**src/rtl/csync_scandoubler.sv**
```systemverilog
// Composite-sync scan doubler: each source line is captured into one half of a
// two-line buffer while the other half is replayed twice at the output rate.
module csync_scandoubler #(
  parameter int unsigned DW         = 1,
  parameter int unsigned LINE_LEN   = 414,
  parameter int unsigned VS_THRESH  = 80,
  parameter int unsigned HS_START   = 384,
  parameter int unsigned HDE_START  = 64,
  parameter int unsigned HDE_END    = 364,
  parameter int unsigned VDE_START  = 16,
  parameter int unsigned VDE_END    = 272,
  parameter int unsigned LOCK_LINES = 4
) (
  input  logic          clk,
  input  logic          n_reset,
  input  logic [DW-1:0] video_in,
  input  logic          csync_in,
  input  logic          invert,
  output logic [DW-1:0] video_out,
  output logic          hs_out,
  output logic          vs_out,
  output logic          de_out,
  output logic          resync,
  output logic          locked,
  output logic [9:0]    line_cnt
);

  localparam int unsigned      LockW   = $clog2(LOCK_LINES + 1);
  localparam logic [8:0]       LastCol = 9'(LINE_LEN - 1);
  localparam logic [LockW-1:0] LockMax = LockW'(LOCK_LINES);

  logic             cs_q;
  logic [7:0]       sync_len_q, sync_len_d;
  logic [9:0]       in_col_q, in_col_d;
  logic [8:0]       out_col_q, out_col_d;
  logic [9:0]       line_q, line_d;
  logic             bank_q, bank_d;
  logic             vs_q, vs_d;
  logic [LockW-1:0] lock_q, lock_d;
  logic             armed_q, armed_d;
  logic [DW-1:0]    video_q, video_d;
  logic             hs_q, hs_d;
  logic             de_q, de_d;
  logic             resync_q, resync_d;

  logic             rise, hs_edge, vs_hit;
  logic             h_de, v_de;
  logic [DW-1:0]    rd_data;
  logic [DW-1:0]    mem [1024];

  always_comb begin
    rise    = csync_in & ~cs_q;
    hs_edge = rise & (sync_len_q < 8'(VS_THRESH));
    vs_hit  = ~csync_in & (sync_len_q == 8'(VS_THRESH));

    if (csync_in) begin
      sync_len_d = '0;
    end else if (sync_len_q != 8'hff) begin
      sync_len_d = sync_len_q + 8'd1;
    end else begin
      sync_len_d = sync_len_q;
    end

    vs_d = vs_q;
    if (vs_hit) begin
      vs_d = 1'b1;
    end else if (csync_in) begin
      vs_d = 1'b0;
    end

    // A line-count increment wins over a vsync reload on the same clock.
    line_d = line_q;
    if (rise) begin
      if (line_q != 10'h3ff) line_d = line_q + 10'd1;
    end else if (vs_hit) begin
      line_d = '0;
    end

    bank_d = bank_q ^ rise;

    if (hs_edge) begin
      in_col_d  = '0;
      out_col_d = '0;
    end else begin
      in_col_d  = (in_col_q == 10'h3ff) ? in_col_q : in_col_q + 10'd1;
      out_col_d = (out_col_q == LastCol) ? 9'd0 : out_col_q + 9'd1;
    end

    // An edge landing exactly where the output line would wrap anyway is in phase.
    resync_d = hs_edge & (out_col_q != LastCol);
    lock_d   = lock_q;
    if (resync_d) begin
      lock_d = '0;
    end else if (hs_edge && (lock_q != LockMax)) begin
      lock_d = lock_q + LockW'(1);
    end

    armed_d = armed_q | hs_edge;
  end

  always_comb begin
    h_de    = (out_col_q >= 9'(HDE_START)) && (out_col_q < 9'(HDE_END));
    v_de    = (line_q >= 10'(VDE_START)) && (line_q < 10'(VDE_END));
    de_d    = h_de & v_de;
    hs_d    = armed_q & (out_col_q >= 9'(HS_START));
    rd_data = mem[{~bank_q, out_col_q}];
    video_d = de_d ? (rd_data ^ {DW{invert}}) : '0;
  end

  // Buffer contents survive reset; only the pointers and outputs are cleared.
  always_ff @(posedge clk) begin
    if (in_col_q[0]) mem[{bank_q, in_col_q[9:1]}] <= video_in;
  end

  always_ff @(posedge clk or negedge n_reset) begin
    if (!n_reset) begin
      cs_q       <= 1'b0;
      sync_len_q <= '0;
      in_col_q   <= '0;
      out_col_q  <= '0;
      line_q     <= '0;
      bank_q     <= 1'b0;
      vs_q       <= 1'b0;
      lock_q     <= '0;
      armed_q    <= 1'b0;
      video_q    <= '0;
      hs_q       <= 1'b0;
      de_q       <= 1'b0;
      resync_q   <= 1'b0;
    end else begin
      cs_q       <= csync_in;
      sync_len_q <= sync_len_d;
      in_col_q   <= in_col_d;
      out_col_q  <= out_col_d;
      line_q     <= line_d;
      bank_q     <= bank_d;
      vs_q       <= vs_d;
      lock_q     <= lock_d;
      armed_q    <= armed_d;
      video_q    <= video_d;
      hs_q       <= hs_d;
      de_q       <= de_d;
      resync_q   <= resync_d;
    end
  end

  assign video_out = video_q;
  assign hs_out    = hs_q;
  assign vs_out    = vs_q;
  assign de_out    = de_q;
  assign resync    = resync_q;
  assign locked    = (lock_q == LockMax);
  assign line_cnt  = line_q;

endmodule
```
**config.mk**
```make
export PLATFORM = sky130hd
export DESIGN_NAME = csync_scandoubler
export DESIGN_NICKNAME = d
export VERILOG_FILES = /design/src/rtl/csync_scandoubler.sv
export SDC_FILE = /design/constraint.sdc
export NUM_CORES = 2
export LEC_CHECK = 0
export BUFFER_PORTS_ARGS = -buffer_cell sky130_fd_sc_hd__clkbuf_2
export CORE_UTILIZATION = 61
export CTS_BUF_LIST = sky130_fd_sc_hd__clkbuf_4
export CTS_CLUSTER_SIZE = 12
export DETAILED_ROUTE_END_ITERATION = 7
export HOLD_SLACK_MARGIN = 0.12
export PLACE_DENSITY_LB_ADDON = 0.3
export SYNTH_ARGS = -nofsm -noshare
export SYNTH_HDL_FRONTEND = slang
export SYNTH_SLANG_ARGS = --single-unit
```
**constraint.sdc**
```tcl
create_clock -name clk -period 4 [get_ports clk]
set_input_delay 0.4 -clock clk [delete_from_list [all_inputs] [get_ports clk]]
set_output_delay 0.4 -clock clk [all_outputs]
set_load 0.05 [all_outputs]
```
==> qor.csv <==
metric,value,unit
met2_length,58.6,mm
peakVddDrop,0.000265,V
antenna_found_initial,3,
highest_layer,met5,
cp_max_fo,33,
hpwl,70.1,mm
finalNetCount,3416,
initial_core_util,0.615,
clock_path_buffers,4,
cts_buffers,284,
worstPathRequired,4.99,ns
regToRegSetupSlack,0.03,ns
crit_path_end_kind,flip-flop,
cts_setup_buffers,0,
core_area,75800,µm²
area_growth,10.5,%
clkTransAtPathRegs,0.07,ns
die_w,279,µm
p_per_area,523,nW/µm²
routed_via_density,6.54,
post-place-ws,0.0819,ns
leakage,16.1,nW
arrival,4.96,ns
synthFlopType,edfxtp_1,
regToRegEndpoint,video_out,
finalSetupViolCount,0,
rows,101,
synth_seq_cells,1072,
grt-ovfl-total,0,
period_minus_slack,3.97,ns
grt_pass1_vias,29800,
finalCritPeriodShare,0.993,
drt_first_pass_iters,6,
slew_viol_final,0,
fmax,0.252,GHz
synth-async-reset-ratio,0.0448,
min_to,mem[120],
fillers,5198,
clock-skew-final,0.0882,ns
die-area,77600,µm²
hp-class,primary input to flip-flop,
wl,126,mm
cts_tree,built,
synth_edf_count,1024,
die_height,279,µm
grt_max_degree,190,
drtIter0Drc,4907,
maxCapViolCount,0,
rsz0062_at_grt,false,
drc,0,
clockRootBuffer,clkbuf_4,
num_vias,29800,
timing.setup.tns,0,ns
ios,21,
avgSynthCellArea,14.4,µm²
tightest_slew,1.15,ns
reg2reg_depth,11,
wl_met3,17.6,mm
insertion_delay,1.13,ns
place_congestion,0.898,
critical_path_class,flip-flop to flip-flop,
htreeDepth,5,
met1_length,43.9,mm
status,completed,
grt.total_usage,0.329,
yosysWarnings,0,
netlist_area,46700,µm²
yosysSeqAreaShare,0.685,
cp-start-kind,flip-flop,
cts.sinks,1072,
final_hold_viol_count,0,
drive_gt1_frac,0.254,
yosysUniqueCellTypes,63,
design_area,51500,µm²
grt_pass1_wl,184,mm
utilization,0.680,
synth_cells,3240,
slew_headroom,0.233,
worst_slack,0.0295,ns
reg2reg_from,out_col_q[0],
wire_per_inst,27.6,µm
postPlaceCellArea,48100,µm²
hold_start,video_in,
synth_fp_nets,3255,
hold_depth,2,
io_buffers,20,
antenna_left,0,
==> layer usage <==
layer | track usage | vias up
li1 | - | 12300
met1 | 0.439 | 14900
met2 | 0.508 | 2184
met3 | 0.0931 | 373
met4 | 0.153 | 4
met5 | 0 | -
==> cell families after synthesis <==
logic type / Yosys count / synth area share
DFF: 1072 / 0.685
AOI/OAI and AO/OA: 136 / 0.0208
buffers and inverters: 320 / 0.0309
muxes: 337 / 0.142
xor gates and xnor gates: 24 / 0.00451
adders and majority gates: 10 / 0.00268
and+or+nand+nor: 1341 / 0.114
==> report_power, final <==
group	total [mW]	internal [mW]	switching, mW
combinational	5.24	2.13	3.11
clock	9.09	4.79	4.30
sequential	12.6	12.4	0.275
total	27.0	19.3	7.69
==> how the worst max path moves through the flow <==
stage / start / to / slack [ns] / cells past startpoint
floorplan: out_col_q[0] / video_out / 1.38 / 10
global placement: out_col_q[1] / video_out / 0.09 / 10
detailed placement: out_col_q[0] / video_out / 0.08 / 9
CTS: out_col_q[0] / video_out / 0.09 / 9
global route: out_col_q[0] / video_out / 0.03 / 11
finish: out_col_q[0] / video_out / 0.03 / 11
==> through the flow <==
step                total power, mW  hold slack [ns]  cells
floorplan                      16.1            0.104   3240
global placement               17.9            0.452   4085
detailed placement             18.0            0.459   4085
CTS                            27.0            0.439   4559
global route                   27.8            0.474   4560
finish                         27.0            0.466   4560
==> critical path: stages (launching register included) <==
cell and delay, ns:
dfrtp_4 0.60, buf_12 0.32, buf_4 0.22, mux4_2 0.50, mux2i_1 0.18, o22ai_1 0.13, a2111oi_1 0.83, buf_4 0.25
a21oi_1 0.12, a221oi_1 0.36, nor3_1 0.16, mux2i_1 0.16
==> sequential cells by signal, indices dropped and copies added, names as in the netlist <==
name / cells
vs_out: 1
resync: 1
video_out: 1
out_col_q: 9
line_cnt: 10
cs_q: 1
mem: 1024
lock_q: 3
de_out: 1
bank_q: 1
sync_len_q: 8
in_col_q: 10
armed_q: 1
hs_out: 1
==> synthesized netlist by cell type (all sizes together) (4+ instances only) <==
cell type     n  area, µm²
clkbuf      199        747
mux4        260       5860
inv          17       63.8
nand3        41        205
a211oi        5       37.5
a2111oi       5       46.3
o221ai       10       87.6
nor2       1080       4050
or3           4       25.0
nand2       124        465
o22ai         9       56.3
a21oi        23        115
nand4         6       37.5
and3         11       68.8
dfrtp        48       1200
buf         104        629
mux2i        75        751
o21ai        16       80.1
a22oi        30        225
xor2         16        140
a31oi         4       25.0
nor3b         6       45.0
edfxtp     1024      30700
a221oi        8       70.1
nor3         16       80.1
xnor2         8       70.1
nand2b        9       56.3
and2         10       62.6
nor2b        16        100
or2           7       43.8
ha           10        125
==> final cells by class <==
class | count | area [µm²] | area share
Sequential cell | 1072 | 32000 | 0.620
Multi-Input combinational cell | 1848 | 13400 | 0.260
Clock buffer | 416 | 3120 | 0.0606
Timing Repair Buffer | 178 | 1550 | 0.0302
Tap cell | 978 | 1220 | 0.0237
Clock inverter | 50 | 223 | 0.00432
Inverter | 17 | 63.8 | 0.00124
Antenna cell | 1 | 2.50 | 0.0000486
==> cells in the final DEF, fill, tap and decap left out, types with 16 or more instances in the layout <==
master / netlist / final
a22oi_1: 30 / 30
mux4_2: 260 / 260
nand2_2: 0 / 23
mux2i_1: 75 / 75
nand3_1: 41 / 32
clkbuf_4: 0 / 416
nand2_1: 124 / 101
a21oi_1: 23 / 23
dfrtp_1: 48 / 44
buf_4: 15 / 131
clkinv_1: 0 / 35
nor2_1: 1080 / 1080
edfxtp_1: 1024 / 1024
buf_12: 0 / 19
clkbuf_2: 0 / 19
xor2_1: 16 / 16
==> repair_timing <==
item,4_1_cts,5_1_grt
hold endpoints to repair,211,0
hold buffers,8,0
setup endpoints to repair,0,1
resized for setup,0,1
Power figures use the tool's default switching activity.
